[src/rtl/mem_arbiter_if.sv]
// Bus bundle between the instruction/data requesters, the arbiter and the
// shared single-port memory. The arbiter uses the slave view; the requesters
// and the memory model use the master view.
interface mem_arbiter_if;
    // instruction-fetch side
    logic        i_req;
    logic [15:0] i_addr;
    logic        i_ack;
    logic [15:0] i_rdata;
    // data side
    logic        d_req;
    logic        d_wr;
    logic [15:0] d_addr;
    logic [15:0] d_wdata;
    logic        d_ack;
    logic [15:0] d_rdata;
    // shared memory port
    logic [15:0] mem_addr;
    logic [15:0] mem_data_in;
    logic        mem_enable;
    logic        mem_wr;
    logic [15:0] mem_data_out;
    // status
    logic        busy;

    modport slave (
        input  i_req, i_addr, d_req, d_wr, d_addr, d_wdata, mem_data_out,
        output i_ack, i_rdata, d_ack, d_rdata,
               mem_addr, mem_data_in, mem_enable, mem_wr, busy
    );

    modport master (
        output i_req, i_addr, d_req, d_wr, d_addr, d_wdata, mem_data_out,
        input  i_ack, i_rdata, d_ack, d_rdata,
               mem_addr, mem_data_in, mem_enable, mem_wr, busy
    );
endinterface

[src/rtl/mem_arbiter.sv]
// Two-requester arbiter for a shared single-port memory. The data side normally
// wins contention, but after MAX_D_BURST consecutive data grants made while an
// instruction fetch was waiting, the fetch is served.
//
// state  | meaning
// -------+-----------------------------------------------------------
// IDLE   | sample requests, pick a winner, capture its transaction
// ACCESS | drive the memory port from captured values, latch read data
// RESP   | pulse the winner's ack for one cycle
module mem_arbiter #(
    parameter int unsigned MAX_D_BURST = 2
) (
    input  logic          clk,
    input  logic          rst_n,
    mem_arbiter_if.slave  bus
);

    typedef enum logic [1:0] {
        IDLE   = 2'd0,
        ACCESS = 2'd1,
        RESP   = 2'd2
    } state_t;

    localparam logic [2:0] STREAK_MAX = 3'(MAX_D_BURST);

    state_t      state_q, state_d;
    logic        win_d_q, win_d_d;
    logic [15:0] addr_q, addr_d;
    logic        wr_q, wr_d;
    logic [15:0] wdata_q, wdata_d;
    logic [2:0]  streak_q, streak_d;
    logic [15:0] i_rdata_q, i_rdata_d;
    logic [15:0] d_rdata_q, d_rdata_d;
    logic        grant_d;

    // Register all state; reset clears everything so outputs fall to 0 immediately.
    always_ff @(posedge clk or negedge rst_n) begin
        if (!rst_n) begin
            state_q   <= IDLE;
            win_d_q   <= 1'b0;
            addr_q    <= 16'h0000;
            wr_q      <= 1'b0;
            wdata_q   <= 16'h0000;
            streak_q  <= 3'd0;
            i_rdata_q <= 16'h0000;
            d_rdata_q <= 16'h0000;
        end else begin
            state_q   <= state_d;
            win_d_q   <= win_d_d;
            addr_q    <= addr_d;
            wr_q      <= wr_d;
            wdata_q   <= wdata_d;
            streak_q  <= streak_d;
            i_rdata_q <= i_rdata_d;
            d_rdata_q <= d_rdata_d;
        end
    end

    // Next-state, arbitration, capture and memory/ack outputs.
    always_comb begin
        state_d         = state_q;
        win_d_d         = win_d_q;
        addr_d          = addr_q;
        wr_d            = wr_q;
        wdata_d         = wdata_q;
        streak_d        = streak_q;
        i_rdata_d       = i_rdata_q;
        d_rdata_d       = d_rdata_q;
        grant_d         = 1'b0;
        bus.mem_enable  = 1'b0;
        bus.mem_wr      = 1'b0;
        bus.mem_addr    = 16'h0000;
        bus.mem_data_in = 16'h0000;
        bus.i_ack       = 1'b0;
        bus.d_ack       = 1'b0;
        bus.busy        = (state_q != IDLE);

        case (state_q)
            IDLE: begin
                if (bus.i_req || bus.d_req) begin
                    // D wins unless it has already starved a waiting fetch long enough.
                    grant_d = bus.d_req && (!bus.i_req || (streak_q != STREAK_MAX));
                    win_d_d = grant_d;
                    addr_d  = grant_d ? bus.d_addr : bus.i_addr;
                    wr_d    = grant_d && bus.d_wr;
                    wdata_d = bus.d_wdata;
                    if (!grant_d) begin
                        streak_d = 3'd0;
                    end else if (bus.i_req && (streak_q != STREAK_MAX)) begin
                        streak_d = streak_q + 3'd1;
                    end
                    state_d = ACCESS;
                end
            end
            ACCESS: begin
                bus.mem_enable  = 1'b1;
                bus.mem_addr    = addr_q;
                bus.mem_wr      = wr_q;
                bus.mem_data_in = wdata_q;
                if (!win_d_q) begin
                    i_rdata_d = bus.mem_data_out;
                end else if (!wr_q) begin
                    d_rdata_d = bus.mem_data_out;
                end
                state_d = RESP;
            end
            RESP: begin
                bus.i_ack = !win_d_q;
                bus.d_ack = win_d_q;
                state_d   = IDLE;
            end
            default: begin
                state_d = IDLE;
            end
        endcase
    end

    assign bus.i_rdata = i_rdata_q;
    assign bus.d_rdata = d_rdata_q;

endmodule

[src/flat_wrapper.sv]
// flat-port wrapper written by rule: the top's interface ports become plain ports
module mem_arbiter_flat 
#(
    parameter int unsigned MAX_D_BURST = 2
)
  (clk, rst_n, bus_i_req, bus_i_addr, bus_d_req, bus_d_wr, bus_d_addr, bus_d_wdata, bus_mem_data_out, bus_i_ack, bus_i_rdata, bus_d_ack, bus_d_rdata, bus_mem_addr, bus_mem_data_in, bus_mem_enable, bus_mem_wr, bus_busy);
  mem_arbiter_if bus_i ();
  input  logic clk;
  input  logic rst_n;
  input wire logic [$bits(bus_i.i_req)-1:0] bus_i_req;
  input wire logic [$bits(bus_i.i_addr)-1:0] bus_i_addr;
  input wire logic [$bits(bus_i.d_req)-1:0] bus_d_req;
  input wire logic [$bits(bus_i.d_wr)-1:0] bus_d_wr;
  input wire logic [$bits(bus_i.d_addr)-1:0] bus_d_addr;
  input wire logic [$bits(bus_i.d_wdata)-1:0] bus_d_wdata;
  input wire logic [$bits(bus_i.mem_data_out)-1:0] bus_mem_data_out;
  output wire logic [$bits(bus_i.i_ack)-1:0] bus_i_ack;
  output wire logic [$bits(bus_i.i_rdata)-1:0] bus_i_rdata;
  output wire logic [$bits(bus_i.d_ack)-1:0] bus_d_ack;
  output wire logic [$bits(bus_i.d_rdata)-1:0] bus_d_rdata;
  output wire logic [$bits(bus_i.mem_addr)-1:0] bus_mem_addr;
  output wire logic [$bits(bus_i.mem_data_in)-1:0] bus_mem_data_in;
  output wire logic [$bits(bus_i.mem_enable)-1:0] bus_mem_enable;
  output wire logic [$bits(bus_i.mem_wr)-1:0] bus_mem_wr;
  output wire logic [$bits(bus_i.busy)-1:0] bus_busy;
  assign bus_i.i_req = bus_i_req;
  assign bus_i.i_addr = bus_i_addr;
  assign bus_i.d_req = bus_d_req;
  assign bus_i.d_wr = bus_d_wr;
  assign bus_i.d_addr = bus_d_addr;
  assign bus_i.d_wdata = bus_d_wdata;
  assign bus_i.mem_data_out = bus_mem_data_out;
  assign bus_i_ack = bus_i.i_ack;
  assign bus_i_rdata = bus_i.i_rdata;
  assign bus_d_ack = bus_i.d_ack;
  assign bus_d_rdata = bus_i.d_rdata;
  assign bus_mem_addr = bus_i.mem_addr;
  assign bus_mem_data_in = bus_i.mem_data_in;
  assign bus_mem_enable = bus_i.mem_enable;
  assign bus_mem_wr = bus_i.mem_wr;
  assign bus_busy = bus_i.busy;
  mem_arbiter #(.MAX_D_BURST(MAX_D_BURST)) u_core (.clk(clk), .rst_n(rst_n), .bus(bus_i));
endmodule
[config.mk]
export PLATFORM = sky130hd
export DESIGN_NAME = mem_arbiter_flat
export DESIGN_NICKNAME = d
export VERILOG_FILES = /design/src/rtl/mem_arbiter_if.sv /design/src/rtl/mem_arbiter.sv /design/src/flat_wrapper.sv
export SDC_FILE = /design/constraint.sdc
export NUM_CORES = 1
export LEC_CHECK = 0
export ABC_AREA = 0
export CAP_MARGIN = 20
export CORE_ASPECT_RATIO = 1.25
export CORE_MARGIN = 3
export CORE_UTILIZATION = 46
export CTS_CLUSTER_DIAMETER = 80
export DETAILED_ROUTE_END_ITERATION = 8
export PLACE_DENSITY_LB_ADDON = 0.05
export SYNTH_ARGS = -nofsm -noshare
export SYNTH_HDL_FRONTEND = slang
export SYNTH_SLANG_ARGS = --single-unit
[constraint.sdc]
create_clock -name clk -period 2.4 [get_ports clk]
set_input_delay 0.72 -clock clk [delete_from_list [all_inputs] [get_ports clk]]
set_output_delay 0.72 -clock clk [all_outputs]
set_load 0.05 [all_outputs]
==> results by group <==
Clock tree
  • Hold Buf Count CTS: 0
  • H-tree depth: 3
  • TritonCTS clock tree: done
  • Max clock buf depth: 2
  • Clock transition at path regs: 0.07 ns
  • Post-CTS Setup Bufs: 0
  • CTS-repair resized insts: 0
  • Root Driver: clkbuf_8
  • Skew-Pair Late Insertion Delay: 0.34 ns
  • # clock sinks: 71
  • TritonCTS buffer count: 9

Placement
  • Inst Count DP: 483
  • GP Congestion: 0.735
  • Placed cell area: 5090 µm²
  • Post-DP HPWL: 6.14 mm
  • Pre-CTS setup slack: 0.152 ns
  • I/O Buffers: 137

Pwr
  • PnR Total Power: 8.60 mW
  • Clock Power Share: 12.2%
  • Internal Power: 4.81 mW
  • Comb pwr share: 62.8%
  • Leak: 2.29 nW
  • NetSw: 3.79 mW
  • Sequential share of power: 24.9%
  • Cell Pwr Density: 1620 nW/µm²
  • Maximum vdd drop: 869 µV
  • Switching Fraction: 44.1%

GRT
  • Vias in the first global route: 2687
  • Largest net degree at the start of global routing: 47
  • First-pass GRT wire length: 13.1 mm
  • Total track usage: 21.5%
  • Grt total ovfl: 0
  • Antenna violations before repair: 0

Timing
  • Final hold vios: 0
  • Final setup TNS: 0 ns
  • Clk_skew: 0.00818 ns
  • Final setup vio count: 0
  • Setup ws final: 0.0988 ns
  • Slew headroom: 65.0%
  • Period minus WS final: 2.30 ns
  • Fmax achieved: 435 MHz
  • Hold_ws: 0.213 ns
  • RSZ-0062 raised after global routing: false
  • Final worst path period share: 95.9%
  • Worst Tran Pin Value: 0.524 ns
  • Pins Over Slew Limit: 0

Die
  • Row count: 33
  • Die ar.: 8180 µm²
  • Boundary pin count: 138
  • DIE WIDTH: 81.5 µm
  • Core Box Area: 6730 µm²
  • Die Height: 100 µm
  • Initial Util: 48.7%

Synth
  • Top cell type's share of synthesized area: 54.2%
  • Unique masters post-synth: 28
  • Post-synth ARST share: 100%
  • Top_reg_cell synth: dfrtp_1
  • Cells after Synth: 266
  • Synthesized area: 3280 µm²
  • YS warnings: 0
  • Net Count, Synth: 337
  • Post-synth EDFFs: 0
  • Mean Syn Cell Area: 12.3 µm²
  • Most common cell in the netlist: dfrtp_1
  • Synth top area cells: dfrtp_1 54%, mux2_2 13%, and2_1 6.5%
  • Seq/Total Area, Yosys: 54.2%
  • Synthesis-stage register bit count: 71
  • Post-synth top cells: 71 x dfrtp_1, 37 x mux2_2, 34 x and2_1, 20 x inv_1, 18 x nand4_1
  • Area leader, netlist: dfrtp_1

Drt
  • DR vias: 2541
  • Final ANT Viol Nets: 0
  • Final wirelength: 8.41 mm
  • Via density: 5.09
  • DRC violations left: 0
  • Detailed-router iteration count before antenna repair: 4
  • DR WL/cell: 16.8 µm
  • Drt initial violations: 51

Job
  • Max-cap violations: 0

Critical path
  • Worst R2R Start: u_core.state_q[0]
  • Setup CP Type: reg2out
  • Worst EP arrival: 1.58 ns
  • Crit path capture type: output port
  • Worst setup startpoint: u_core.state_q[0]
  • Crit path max fanout: 23
  • CP Launch Type: flip-flop
  • Req. time, crit path: 1.68 ns

Finish
  • Non-filler cells, final: 499
  • Diode count: 0
  • Layout Nets: 478
  • Register area: 1780 µm²
  • Fill count: 420
  • Multi-input logic area: 1300 µm²
  • Layout cell share with drive strength beyond 1: 29.4%
  • Final core utilization: 79.0%
  • Final Instance Area: 5320 µm²
  • Area Overhead vs Synth: 62.2%

Hold path
  • Hold Crit Class: in2async

Status
  • Outcome: finished, final reports clean
[power groups by stage]
stage | Sequential, mW | Combinational (mW) | Clock (mW)
final | 2.14 | 5.40 | 1.05
after global routing | 2.23 | 5.66 | 1.13
after CTS | 2.14 | 5.46 | 1.08
after detailed placement | 2.16 | 5.44 | 0
after global placement | 2.12 | 5.37 | 0
after floorplan | 3.06 | 2.40 | 0
[critical path: stages (launching register included)]
cell and delay (ns):
dfrtp_1 0.43, nor2b_4 0.18, buf_4 0.24, and2_1 0.23
buf_12 0.15
[layout make-up]
cell class | instances | area share [%]
multi-input combinational | 154 | 24.5
clock inverter | 5 | 1.53
tap | 87 | 2.05
timing repair buffer | 151 | 34.4
clock buffer | 11 | 2.66
sequential | 71 | 33.4
inverter | 20 | 1.41
[path summary, 6_finish.rpt]
path                                         end  depth (start not counted)  slack, ns
setup reg to reg           u_core.bus.d_rdata[3]                          5       0.57
max in group asynchronous       u_core.addr_q[5]                          2       1.67
setup / recovery                bus_mem_addr[14]                          4        0.1
min in group clk              u_core.wdata_q[14]                          1       0.50
hold / removal             u_core.bus.d_rdata[8]                          1       0.21
hold reg to reg               u_core.wdata_q[14]                          1       0.50
[cells in the final DEF (no fill, tap or decap), drive strengths merged, types with 2 or more instances in the layout]
master	n
inv	20
bufinv	2
mux2	49
buf	52
nand3	16
or3b	2
clkinv	2
o221ai	16
o21ai	2
clkbuf	11
nor2	2
nor2b	3
clkdlybuf4s50	99
dfrtp	71
a22o	2
and2	35
nand4	18
ha	2
[registers in the layout (all words and copies together) (netlist names)]
| register | flops |
|---|---|
| u_core.wr_q | 1 |
| u_core.wdata_q | 16 |
| u_core.bus.d_rdata | 16 |
| u_core.addr_q | 16 |
| u_core.bus.i_rdata | 16 |
| u_core.streak_q | 3 |
| u_core.state_q | 2 |
| u_core.win_d_q | 1 |
[metal layers]
metal,wire length (µm),vias to the layer above,track usage [%]
met5,0,-,0
met4,190,0,7.80
met3,609,13,6.73
met2,4390,88,37.5
met1,3210,1224,24.4
li1,-,1216,-
[kinds of logic after synthesis]
group | synth area share [%]
muxes | 18.2
AOI/OAI and AO/OA | 5.31
and+or+nand+nor | 15.5
adders and majority gates | 0.763
buffers and inverters | 6.03
DFF | 54.2
Note: power is estimated with default switching activity, not from simulation.
